`src/rtl/hemaia_multi_clock_divider.sv`:
```
// Multi-channel integer clock divider: per-channel divisor handshake, switching only at
// period boundaries, 50 % duty for odd divisors, bypass/gating for D<=1, cross-channel align.

module tc_clk_mux2 (
   input  logic clk0,
   input  logic clk1,
   input  logic sel,
   output logic clk_out
);
   assign clk_out = sel ? clk1 : clk0;
endmodule

module tc_clk_and2 (
   input  logic a,
   input  logic b,
   output logic clk_out
);
   assign clk_out = a & b;
endmodule

// Latch-based integrated clock gate; enable is captured while the clock is low.
module tc_clk_gating (
   input  logic clk_in,
   input  logic en,
   input  logic test_en,
   output logic clk_out
);
   logic en_latch;

   always_latch begin
      if (!clk_in) begin
         en_latch <= en | test_en;
      end
   end

   assign clk_out = clk_in & en_latch;
endmodule

module hemaia_clk_div_channel #(
   parameter int unsigned     DivW     = 8,
   parameter logic [DivW-1:0] DivReset = DivW'(1)
) (
   input  logic            clk_i,
   input  logic            rst_ni,
   input  logic            test_en,
   input  logic [DivW-1:0] divisor,
   input  logic            divisor_valid,
   output logic            divisor_ready,
   input  logic            align,
   output logic [DivW-1:0] divisor_q,
   output logic            clk_out
);
   logic [DivW-1:0] cnt_q, cnt_d;
   logic [DivW-1:0] div_q, div_d;
   logic [DivW-1:0] pend_q, pend_d;
   logic            ready_q, ready_d;
   logic            accept, apply;
   logic            raw;
   logic            d1_q, d2_q;
   logic            odd_q, bypass_q, gate_en_q;
   logic            clk_odd, clk_div, clk_sel;

   // Low for the first floor(D/2) counts of a period, high for the rest.
   assign raw = (cnt_q >= (div_q >> 1));

   always_comb begin
      cnt_d   = cnt_q;
      div_d   = div_q;
      pend_d  = pend_q;
      ready_d = ready_q;
      accept  = divisor_valid & ready_q;
      apply   = ~ready_q & (align | (cnt_q == '0));

      if (accept) begin
         pend_d  = divisor;
         ready_d = 1'b0;
      end
      if (apply) begin
         div_d   = pend_q;
         ready_d = 1'b1;
      end

      // Counter range follows the divisor being applied on this very edge.
      if (align) begin
         cnt_d = '0;
      end else if ((div_d <= DivW'(1)) || (cnt_q >= (div_d - DivW'(1)))) begin
         cnt_d = '0;
      end else begin
         cnt_d = cnt_q + DivW'(1);
      end
   end

   always_ff @(posedge clk_i or negedge rst_ni) begin
      if (!rst_ni) begin
         cnt_q   <= '0;
         div_q   <= DivReset;
         pend_q  <= '0;
         ready_q <= 1'b1;
         d1_q    <= 1'b1;
      end else begin
         cnt_q   <= cnt_d;
         div_q   <= div_d;
         pend_q  <= pend_d;
         ready_q <= ready_d;
         d1_q    <= raw;
      end
   end

   // Clock-path selects are retimed to the falling edge so they only move while clk_i is low.
   always_ff @(negedge clk_i or negedge rst_ni) begin
      if (!rst_ni) begin
         d2_q      <= 1'b1;
         odd_q     <= DivReset[0];
         bypass_q  <= (DivReset <= DivW'(1));
         gate_en_q <= (DivReset != '0);
      end else begin
         d2_q      <= d1_q;
         odd_q     <= div_q[0];
         bypass_q  <= (div_q <= DivW'(1));
         gate_en_q <= (div_q != '0);
      end
   end

   tc_clk_and2 i_odd_and (
      .a       (d1_q),
      .b       (d2_q),
      .clk_out (clk_odd)
   );

   tc_clk_mux2 i_parity_mux (
      .clk0    (d1_q),
      .clk1    (clk_odd),
      .sel     (odd_q),
      .clk_out (clk_div)
   );

   // D==0 also routes clk_i so that scan mode sees a toggling clock behind the gate.
   tc_clk_mux2 i_bypass_mux (
      .clk0    (clk_div),
      .clk1    (clk_i),
      .sel     (bypass_q),
      .clk_out (clk_sel)
   );

   tc_clk_gating i_gate (
      .clk_in  (clk_sel),
      .en      (gate_en_q),
      .test_en (test_en),
      .clk_out (clk_out)
   );

   assign divisor_ready = ready_q;
   assign divisor_q     = div_q;
endmodule

module hemaia_multi_clock_divider #(
   parameter int unsigned NumChannels      = 4,
   parameter int unsigned MaxDivisionWidth = 8,
   parameter int unsigned DefaultDivision  = 1
) (
   input  logic                                  clk_i,
   input  logic                                  rst_ni,
   input  logic                                  test_en_i,
   input  logic [NumChannels*MaxDivisionWidth-1:0] divisor_i,
   input  logic [NumChannels-1:0]                divisor_valid_i,
   output logic [NumChannels-1:0]                divisor_ready_o,
   input  logic                                  align_i,
   input  logic [NumChannels-1:0]                align_mask_i,
   output logic [NumChannels*MaxDivisionWidth-1:0] divisor_q_o,
   output logic [NumChannels-1:0]                clk_o
);
   localparam int unsigned     DivW     = MaxDivisionWidth;
   localparam logic [DivW-1:0] DivReset = DivW'(DefaultDivision);

   for (genvar g = 0; g < NumChannels; g++) begin : gen_ch
      hemaia_clk_div_channel #(
         .DivW     (DivW),
         .DivReset (DivReset)
      ) i_ch (
         .clk_i         (clk_i),
         .rst_ni        (rst_ni),
         .test_en       (test_en_i),
         .divisor       (divisor_i[g*DivW +: DivW]),
         .divisor_valid (divisor_valid_i[g]),
         .divisor_ready (divisor_ready_o[g]),
         .align         (align_i & align_mask_i[g]),
         .divisor_q     (divisor_q_o[g*DivW +: DivW]),
         .clk_out       (clk_o[g])
      );
   end
endmodule

```
`config.mk`:
```
export PLATFORM = sky130hd
export DESIGN_NAME = hemaia_multi_clock_divider
export DESIGN_NICKNAME = d
export VERILOG_FILES = /design/src/rtl/hemaia_multi_clock_divider.sv
export SDC_FILE = /design/constraint.sdc
export NUM_CORES = 1
export LEC_CHECK = 0
export CAP_MARGIN = 20
export CORE_MARGIN = 2
export CORE_UTILIZATION = 57
export CTS_CLUSTER_DIAMETER = 30
export DETAILED_ROUTE_END_ITERATION = 8
export DONT_BUFFER_PORTS = 1
export GPL_ROUTABILITY_DRIVEN = 0
export HOLD_SLACK_MARGIN = 0.15
export PLACE_DENSITY_LB_ADDON = 0.08
export REMOVE_ABC_BUFFERS = 1
export SLEW_MARGIN = 20
export SYNTH_ARGS = -nofsm -noshare
export SYNTH_HDL_FRONTEND = slang
export SYNTH_SLANG_ARGS = --single-unit
```
`constraint.sdc`:
```
create_clock -name clk_i -period 10.3 [get_ports clk_i]
set_input_delay 0 -clock clk_i [delete_from_list [all_inputs] [get_ports clk_i]]
set_output_delay 0 -clock clk_i [all_outputs]
set_load 0.005 [all_outputs]
```
==> Word-level counts from Yosys, hierarchy flattened <==
Index checks and enable logic that the tools add are counted.
W data, S select, Z words.
{ "op_classes": {"n_bitwise": 32, "order_cmp": 16, "eq_ne": 0, "n_shift": 0, "div": 0, "n_reduce_logical": 16, "add_sub_neg": 8, "muxes": 32, "multipliers": 0} }
{ "ops": {"columns": ["op", "count"], "rows": [
  ["$mux W8", 12],
  ["$le A8 B1 Y1 const B", 8],
  ["$add A8 B1 Y8 const B", 4],
  ["$ge A8 B7 Y1", 4],
  ["$ge A8 B8 Y1", 4],
  ["$logic_not A8 Y1", 4],
  ["$reduce_bool A8 Y1", 4],
  ["$sub A8 B1 Y8 const B", 4],
  ["$and A1 B1 Y1", 20],
  ["$mux W1", 20],
  ["$or A1 B1 Y1", 8],
  ["$reduce_bool A2 Y1", 4],
  ["$logic_or A1 B1 Y1", 4],
  ["$not A1 Y1", 4]
]} }
{ "word_totals": {"ram_bits": 0, "wordCells": 144, "register_bits": 120, "memories": 0, "latchBits": 4, "rom_bits": 0} }

==> Depth between registers and ports, before layout <==
Gate-level depths: netlist (run 1).
{ "logic_depth": {"ltp_word": 9, "ltp_mapped": 18, "ltp_nobuf": 18} }

==> Modules after synthesis <==
A second synthesis (run 1) with hierarchy kept.
{ "unflattened": {"hier_cells": 688, "area_unflattened_um2": 7537.2} }
{ "by_module_without_submodules": {"columns": ["module", "cells_each", "n_inst", "area_per_inst_um2", "seq_area_each_um2"], "rows": [
  ["hemaia_clk_div_channel", 165, 4, 1814.2, 759.5],
  ["tc_clk_mux2", 1, 8, 15.0, 0.0],
  ["tc_clk_gating", 3, 4, 27.5, 0.0],
  ["hemaia_multi_clock_divider", 4, 1, 25.0, 0.0],
  ["tc_clk_and2", 1, 4, 6.3, 0.0]
]} }

==> impl_metrics.yaml, run 1 <==
outcome:
  outcome: "completed"
logic_synthesis:
  synth_edf_count: 0
  synth_cell_type_count: 55
  synthesis.area_um2: 7310
  syn_avg_cell_area_um2: 10.30
  synthAdderAreaFrac: 0.1301
  synth-main-ff-cell: "dfrtp_1"
  yosysWarningCount: 0
  synthesis.instances: 710
  synth_top_family_by_area: "simple AND/OR/NAND/NOR gates"
  synth_xor_area_frac: 0.07549
  synth_mux_area_frac: 0.09226
  synth-async-reset-ratio: 0.9677
  yosys.area_share.simple: 0.1544
  synth_compound_area_frac: 0.08456
  synth-seq-cells: 124
routing:
  postRouteAntennaNets: 0
  drt_iter0_markers: 399
  avgViaCountPerCell: 5.696
  wirelength_um: 18050
  routed-via-count: 5867
  wl_per_cell_um: 17.52
  drcViolationCount: 0
  firstDrtPassIters: 5
die:
  rows: 41
  initial_utilization: 0.5816
  core_um2: 12570
  die_h_um: 117.2
  pin_count: 84
  dieArea_um2: 13750
  dieWidth_um: 117.2
finish:
  final_cell_mix: "92 x dfrtp_1, 85 x dlygate4sd3_1, 76 x ha_1"
  area_growth_pct: 33.09
  nNetsFinal: 965
  drive_gt1_frac: 0.1713
  final_common_cell: "dfrtp_1"
  fin_util: 0.7740
  diodes: 0
critical_path:
  required_ps: 6740
  critical_path.cell_chain: "or2_2"
  max_stage_delay_ps: 350
  arrival_ps: 6740
  startpoint_type: "register"
  critPathTopFamily: "flip-flops"
  crit_slowest_cell: "dfstp_2"
  cp.buffers_inverters: 0
  critPathKind: "reg2latch"
  crit_fanout: 1
  reg2reg_from: "gen_ch[0].i_ch.gate_en_q"
  end_kind: "latch"
  cp-startpoint: "gen_ch[0].i_ch.gate_en_q"
power_and_ir_drop:
  ir_drop_uv: 198.9
  leakage_nw: 4.433
  power_density_nw_per_um2: 330.4
min_path:
  worstHoldPathType: "in2reg"
  hold_start: "divisor_valid_i[0]"
clock_tree:
  ctsResizeCount: 0
  cts_tree: "built"
  cts.reportedPaths.clkPinSlew_ps: 60
  clock_latency_ps: 990
global_routing:
  grt_usage: 0.2984
  grt_max_degree: 105
  antenna_found_initial: 0
  gr-total-overflow: 0
  grt_pass1_wl_um: 30220
  grt_pass1_vias: 6332
flow_run:
  drv_cap: 0
timing:
  max_slew_margin: 0.3665
  hold_viol: 0
  setup_viol: 0
  grt_setup_unrepaired: "no"
  slew_violations: 0
  fin_setup_tns_ps: 0
  worst_pin_slew_ps: 949.5
  finClkSkew_ps: 117.9
placed_design:
  hpwl_um: 10770
  port_buffers: 0
-- where the power goes --
group | leakage, nW | total (mW) | internal (mW) | switching [mW]
Combinational | 2.27 | 1.31 | 0.663 | 0.642
Sequential | 1.46 | 0.985 | 0.696 | 0.289
Clock | 0.706 | 0.924 | 0.624 | 0.299
Total | 4.43 | 3.21 | 1.98 | 1.23
-- area by class of cell --
class / instances / area [µm²]
Inverter: 51 / 191.4
Multi-Input combinational cell: 518 / 3924
Tap cell: 172 / 215.2
Clock buffer: 46 / 1151
Timing Repair Buffer: 90 / 928.4
Clock inverter: 29 / 220.2
Sequential cell: 124 / 3098
Fill cell: 803 / 2840
-- synth_stat cells, types with 5 or more instances --
cell / n / area, µm²
o2111ai_1: 5 / 43.79
nor4b_1: 5 / 43.79
mux2_2: 46 / 518.0
dfstp_2: 28 / 735.7
xnor2_1: 44 / 385.4
or3_1: 10 / 62.56
buf_4: 8 / 60.06
nor2_1: 52 / 195.2
nor3_1: 17 / 85.08
ha_1: 76 / 950.9
clkbuf_1: 6 / 22.52
and3_1: 9 / 56.30
dfrtp_1: 92 / 2302
inv_1: 52 / 195.2
nand2b_1: 6 / 37.54
a211oi_1: 8 / 60.06
o21ai_0: 36 / 180.2
mux2i_1: 10 / 100.1
a21oi_1: 18 / 90.09
nand2_1: 43 / 161.4
o21ai_1: 12 / 60.06
mux2_1: 5 / 56.30
nor4_1: 15 / 93.84
nand3_1: 25 / 125.1
and2_1: 12 / 75.07
xor2_1: 19 / 166.4
or2_2: 5 / 31.28
-- worst paths after layout --
path | end | slack, ps | cells past startpoint
worst max-delay path | gen_ch[0].i_ch.i_gate.en_latch | 0 | 1
worst min-delay path | gen_ch[0].i_ch.divisor_ready | 320 | 3
worst max register to register | gen_ch[0].i_ch.i_gate.en_latch | 0 | 1
worst min register to register | gen_ch[1].i_ch.cnt_q[0] | 490 | 1
max in group gated | clock gate | 3860 | 0
max in group asynchronous | gen_ch[1].i_ch.bypass_q | 6240 | 0
min in group asynchronous | gen_ch[3].i_ch.pend_q[7] | 410 | 4
min in group gated | clock gate | 1070 | 0
-- metal layers --
layer	GRT usage	up-vias	routed length (µm)
met5	0	-	0
met4	0.1922	0	472
met3	0.1184	50	973
met2	0.4697	177	9042
met1	0.3379	2848	7556
li1	-	2792	-
-- what timing repair did --
item | 4_1_cts | 5_1_grt
hold buffers | 87 | 0
setup buffers | 0 | 0
hold endpoints to repair | 208 | 0
setup endpoints to repair | 0 | 0
-- through the flow --
stage / cell area, µm² / setup slack [ps] / total power [mW] / hold WS (ps) / instances
final: 9728 / 0 / 3.214 / 319.3 / 1030
after global routing: 9728 / 0 / 3.477 / 312.5 / 1030
after global placement: 7455 / 0 / 2.071 / -293.3 / 869
after detailed placement: 7455 / 0 / 2.128 / -292.4 / 869
after floorplan: 7217 / 0 / 1.818 / -295.6 / 694
after CTS: 9728 / 0 / 3.210 / 287.3 / 1030
-- kinds of logic after synthesis --
logic type / count (synthesis)
muxes: 61
DFF: 120
and+or+nand+nor: 218
adders and majority gates: 76
buffers and inverters: 68
xor gates and xnor gates: 63
AOI/OAI and AO/OA: 100
latches: 4
(Power assumes the default switching activity.)
==> run 2: changes to the inputs <==
--- a/config.mk
+++ b/config.mk
@@ -6,8 +6,10 @@
 export NUM_CORES = 1
 export LEC_CHECK = 0
 export CAP_MARGIN = 20
+export CORE_ASPECT_RATIO = 0.5
 export CORE_MARGIN = 2
 export CORE_UTILIZATION = 57
+export CTS_BUF_LIST = sky130_fd_sc_hd__clkbuf_16
 export CTS_CLUSTER_DIAMETER = 30
 export DETAILED_ROUTE_END_ITERATION = 8
 export DONT_BUFFER_PORTS = 1
==> run 2 against run 1 <==
Against the previous run:
- sequential share of layout area hardly changed
- routed wire length is 7.1% higher
- utilization is 0.22 points lower
- largest power group unchanged
- critical endpoint is now gen_ch[1].i_ch.i_gate.en_latch
- clock skew is 11 ps higher
- global-route usage is 1.9 points higher
==> impl_metrics.yaml, run 2 (same netlist as run 1, synthesis figures left out) <==
outcome:
  outcome: "completed"
die:
  dieArea_um2: 13800
  dieWidth_um: 164.2
  die_h_um: 84.08
  rows: 29
  core_um2: 12590
  pin_count: 84
  initial_utilization: 0.5805
global_routing:
  grt_pass1_wl_um: 32320
  gr-total-overflow: 0
  grt_pass1_vias: 6351
  grt_max_degree: 105
  grt_usage: 0.3171
  antenna_found_initial: 0
routing:
  routed-via-count: 5920
  met3_wirelength_um: 1231
  drt_iter0_markers: 448
  wl_met1_um: 8650
  top_layer: "met4"
  firstDrtPassIters: 5
  wl_per_cell_um: 18.79
  wirelength_um: 19320
  avgViaCountPerCell: 5.759
  drcViolationCount: 0
  postRouteAntennaNets: 0
  wl_met2_um: 9014
finish:
  design_area_um2: 9718
  final_cell_mix: "92 x dfrtp_1, 85 x dlygate4sd3_1, 76 x ha_1"
  drive_gt1_frac: 0.1713
  area_growth_pct: 32.95
  final_common_cell: "dfrtp_1"
  nNetsFinal: 965
  diodes: 0
critical_path:
  critPathKind: "reg2latch"
  crit_fanout: 1
  max_stage_delay_ps: 350
  arrival_ps: 6750
  critPathTopFamily: "flip-flops"
  critical_path.cell_chain: "or2_2"
  required_ps: 6750
  startpoint_type: "register"
  end_kind: "latch"
  crit_slowest_cell: "dfstp_2"
  cp.buffers_inverters: 0
  r2r_slack_ps: 0
power_and_ir_drop:
  ir_drop_uv: 196.0
  power_density_nw_per_um2: 334.1
  swShare: 0.3931
  p_seq_frac: 0.308
  leakage_nw: 4.430
  pwr-share-comb: 0.406
  clockPowerShare: 0.286
  p_int_mw: 1.970
  p_total_mw: 3.246
  p_sw_mw: 1.276
placed_design:
  hpwl_um: 11330
  placed_area_um2: 7452
  port_buffers: 0
timing:
  slew_violations: 0
  fin_hold_ws_ps: 305.4
  max_slew_margin: 0.3702
  hold_viol: 0
  grt_setup_unrepaired: "no"
  setup_viol: 0
  worst_pin_slew_ps: 943.9
  fin_setup_tns_ps: 0
  finClkSkew_ps: 128.9
clock_tree:
  ctsResizeCount: 0
  cts_tree: "built"
  clock_latency_ps: 1000
  cts.reportedPaths.clkPinSlew_ps: 70
flow_run:
  drv_cap: 0
min_path:
  worstHoldPathType: "in2async"
-- run 2: metrics by stage --
stage | cells | utilization | setup WS, ps
after floorplan | 694 | - | 0
after global placement | 867 | 0.5919 | 0
after detailed placement | 867 | 0.5919 | 0
after CTS | 1028 | 0.7718 | 0
after global routing | 1028 | 0.7718 | 0
final | 1028 | 0.7718 | 0
-- run 2: final cells by class --
class | count | area (µm²)
Clock buffer | 45 | 1126
Clock inverter | 30 | 237.7
Fill cell | 811 | 2873
Inverter | 51 | 191.4
Multi-Input combinational cell | 518 | 3924
Sequential cell | 124 | 3098
Tap cell | 170 | 212.7
Timing Repair Buffer | 90 | 928.4
-- run 2: power by group through the flow --
stage | Sequential [mW] | Clock (mW) | Combinational [mW]
finish | 1.00 | 0.927 | 1.32
global route | 1.03 | 0.972 | 1.50
CTS | 0.990 | 0.938 | 1.30
detailed placement | 0.995 | 0.0167 | 1.13
global placement | 0.985 | 0.0167 | 1.09
floorplan | 0.892 | 0.0167 | 0.910
-- run 2: final timing paths --
kind / depth (start not counted) / to / from
worst min register to register: 1 / gen_ch[1].i_ch.cnt_q[0] / gen_ch[1].i_ch.cnt_q[0]
min in group gated: 0 / clock gate / gen_ch[1].i_ch.bypass_q
max in group gated: 0 / clock gate / gen_ch[3].i_ch.bypass_q
worst max register to register: 1 / gen_ch[1].i_ch.i_gate.en_latch / gen_ch[1].i_ch.gate_en_q
min in group clk_i: 3 / gen_ch[1].i_ch.divisor_ready / divisor_valid_i[1]
worst max-delay path: 1 / gen_ch[1].i_ch.i_gate.en_latch / gen_ch[1].i_ch.gate_en_q
max in group asynchronous: 0 / gen_ch[1].i_ch.odd_q / rst_ni
worst min-delay path: 4 / gen_ch[2].i_ch.divisor_q[4] / rst_ni
-- run 2: metal layers --
metal	track usage	vias to the layer above
li1	-	2789
met4	0.1667	0
met1	0.3802	2914
met2	0.4701	173
met5	0	-
met3	0.1550	44
-- run 2: timing repair --
action	CTS	global route
setup buffers	0	0
hold buffers	87	0
endpoints found under the hold margin	205	0
==> run 3: changes to the inputs <==
--- a/config.mk
+++ b/config.mk
@@ -7,7 +7,7 @@
 export LEC_CHECK = 0
 export CAP_MARGIN = 20
 export CORE_ASPECT_RATIO = 0.5
-export CORE_MARGIN = 2
+export CORE_MARGIN = 5
 export CORE_UTILIZATION = 57
 export CTS_BUF_LIST = sky130_fd_sc_hd__clkbuf_16
 export CTS_CLUSTER_DIAMETER = 30
==> constraint.sdc (replaced) <==
create_clock -name clk_i -period 9.1 [get_ports clk_i]
set_input_delay 0 -clock clk_i [delete_from_list [all_inputs] [get_ports clk_i]]
set_output_delay 0 -clock clk_i [all_outputs]
set_load 0.005 [all_outputs]
==> run 3 against run 2 <==
Against the previous run:
- flip-flop and latch count did not move
- critical path type unchanged
- sequential share of layout area rose by 0.058 points
- highest routed layer unchanged
- non-clock buffer count did not move
- global-route usage fell by 4.9 points
==> impl_metrics.yaml, run 3 (same netlist as run 1, synthesis figures left out) <==
timing:
  finClkSkew_ps: 118.6
  hold_viol: 0
  worst_pin_slew_ps: 946.2
  fin_setup_tns_ps: 0
  setup_viol: 0
  setup_slack_ps: 0
  grt_setup_unrepaired: "no"
  fin_hold_ws_ps: 311.0
  max_slew_margin: 0.3687
  slew_violations: 0
critical_path:
  crit_slowest_cell: "dfstp_2"
  end_kind: "latch"
  cp-startpoint: "gen_ch[2].i_ch.gate_en_q"
  r2r-end: "gen_ch[2].i_ch.i_gate.en_latch"
  crit_fanout: 1
  critical_path.cell_chain: "or2_2"
  critPathKind: "reg2latch"
  required_ps: 6140
  critPathTopFamily: "flip-flops"
  startpoint_type: "register"
  reg2reg_from: "gen_ch[2].i_ch.gate_en_q"
  arrival_ps: 6140
  max_stage_delay_ps: 350
  worst_r2r_path_depth: 1
  cp.buffers_inverters: 0
  r2r_slack_ps: 0
global_routing:
  grt_usage: 0.2680
  grt_pass1_wl_um: 31570
  use_met1: 0.3263
  antenna_found_initial: 0
  use_met2: 0.4070
  gr-total-overflow: 0
  grt_pass1_vias: 6191
  top_usage_layer: "met2"
  grt_max_degree: 105
  grt.met3_usage: 0.1223
clock_tree:
  ctsResizeCount: 0
  cts_tree: "built"
  cts.reportedPaths.clkPinSlew_ps: 60
  clock_latency_ps: 980
power_and_ir_drop:
  p_int_mw: 2.216
  ir_drop_uv: 208.8
  p_sw_mw: 1.433
  power_density_nw_per_um2: 376.1
  clockPowerShare: 0.283
  p_seq_frac: 0.309
  swShare: 0.3927
  leakage_nw: 4.436
  pwr-share-comb: 0.408
min_path:
  min_path_cells: 3
  hold_end: "gen_ch[0].i_ch.divisor_ready"
  worstHoldPathType: "in2reg"
  hold_start: "divisor_valid_i[0]"
placed_design:
  dp.cells: 867
  port_buffers: 0
  dpl_worst_slack_ps: 0
  placed_area_um2: 7452
  hpwl_um: 11390
finish:
  final_cell_mix: "92 x dfrtp_1, 85 x dlygate4sd3_1, 76 x ha_1"
  final_common_cell: "dfrtp_1"
  final_cells: 1028
  drive_gt1_frac: 0.1725
  area_growth_pct: 32.71
  nNetsFinal: 965
  diodes: 0
  nFillCells: 813
  design_area_um2: 9701
routing:
  wl_per_cell_um: 18.46
  drt_iter0_markers: 327
  drcViolationCount: 0
  wirelength_um: 18980
  firstDrtPassIters: 5
  postRouteAntennaNets: 0
  avgViaCountPerCell: 5.701
  routed-via-count: 5861
die:
  die_h_um: 90.08
  dieWidth_um: 170.2
  dieArea_um2: 15330
  initial_utilization: 0.5789
  rows: 29
  pin_count: 84
  core_um2: 12630
flow_run:
  drv_cap: 0
outcome:
  outcome: "completed"
[run 3: cell count changes in the layout (fill, tap and decap cells not counted)]
cell,change
clkbuf_16,-1
inv_4,+1
clkinv_1,-1
clkinv_2,+2
clkinvlp_4,-3
clkinv_4,+3
inv_6,-1
[run 3: metrics by stage]
stage / total power, mW / util
2_1_floorplan: 2.058 / -
3_3_place_gp: 2.372 / 0.5902
3_5_place_dp: 2.418 / 0.5902
4_1_cts: 3.626 / 0.7682
5_1_grt: 3.940 / 0.7682
6_report: 3.648 / 0.7682
[run 3: per-layer routing]
layer  part of all wire  up-vias
met4              0.013        0
met1               0.44     2838
li1                   -     2789
met3              0.074       36
met2               0.48      198
met5                  0        -
[run 3: worst max path at each step]
stage                                           to  cells past startpoint
finish              gen_ch[2].i_ch.i_gate.en_latch                      1
global route        gen_ch[2].i_ch.i_gate.en_latch                      1
CTS                 gen_ch[0].i_ch.i_gate.en_latch                      1
detailed placement  gen_ch[1].i_ch.i_gate.en_latch                      1
global placement    gen_ch[1].i_ch.i_gate.en_latch                      1
floorplan           gen_ch[0].i_ch.i_gate.en_latch                      1
[run 3: cell type report]
class / instances / area [µm²] / area share
Multi-Input combinational cell: 518 / 3924 / 0.4045
Clock inverter: 31 / 245.2 / 0.02528
Clock buffer: 44 / 1101 / 0.1135
Timing Repair Buffer: 90 / 928.4 / 0.09570
Inverter: 51 / 191.4 / 0.01973
Sequential cell: 124 / 3098 / 0.3194
Tap cell: 170 / 212.7 / 0.02193
[run 3: repair_timing]
item | 4_1_cts | 5_1_grt
setup endpoints to repair | 0 | 0
setup buffers | 0 | 0
hold endpoints to repair | 205 | 0
hold buffers | 87 | 0
[run 3: power groups by stage]
stage | Sequential [mW] | Combinational, mW | Clock [mW]
finish | 1.13 | 1.49 | 1.03
global route | 1.17 | 1.69 | 1.08
CTS | 1.12 | 1.46 | 1.04
detailed placement | 1.12 | 1.28 | 0.0189
global placement | 1.12 | 1.24 | 0.0189
floorplan | 1.01 | 1.03 | 0.0189
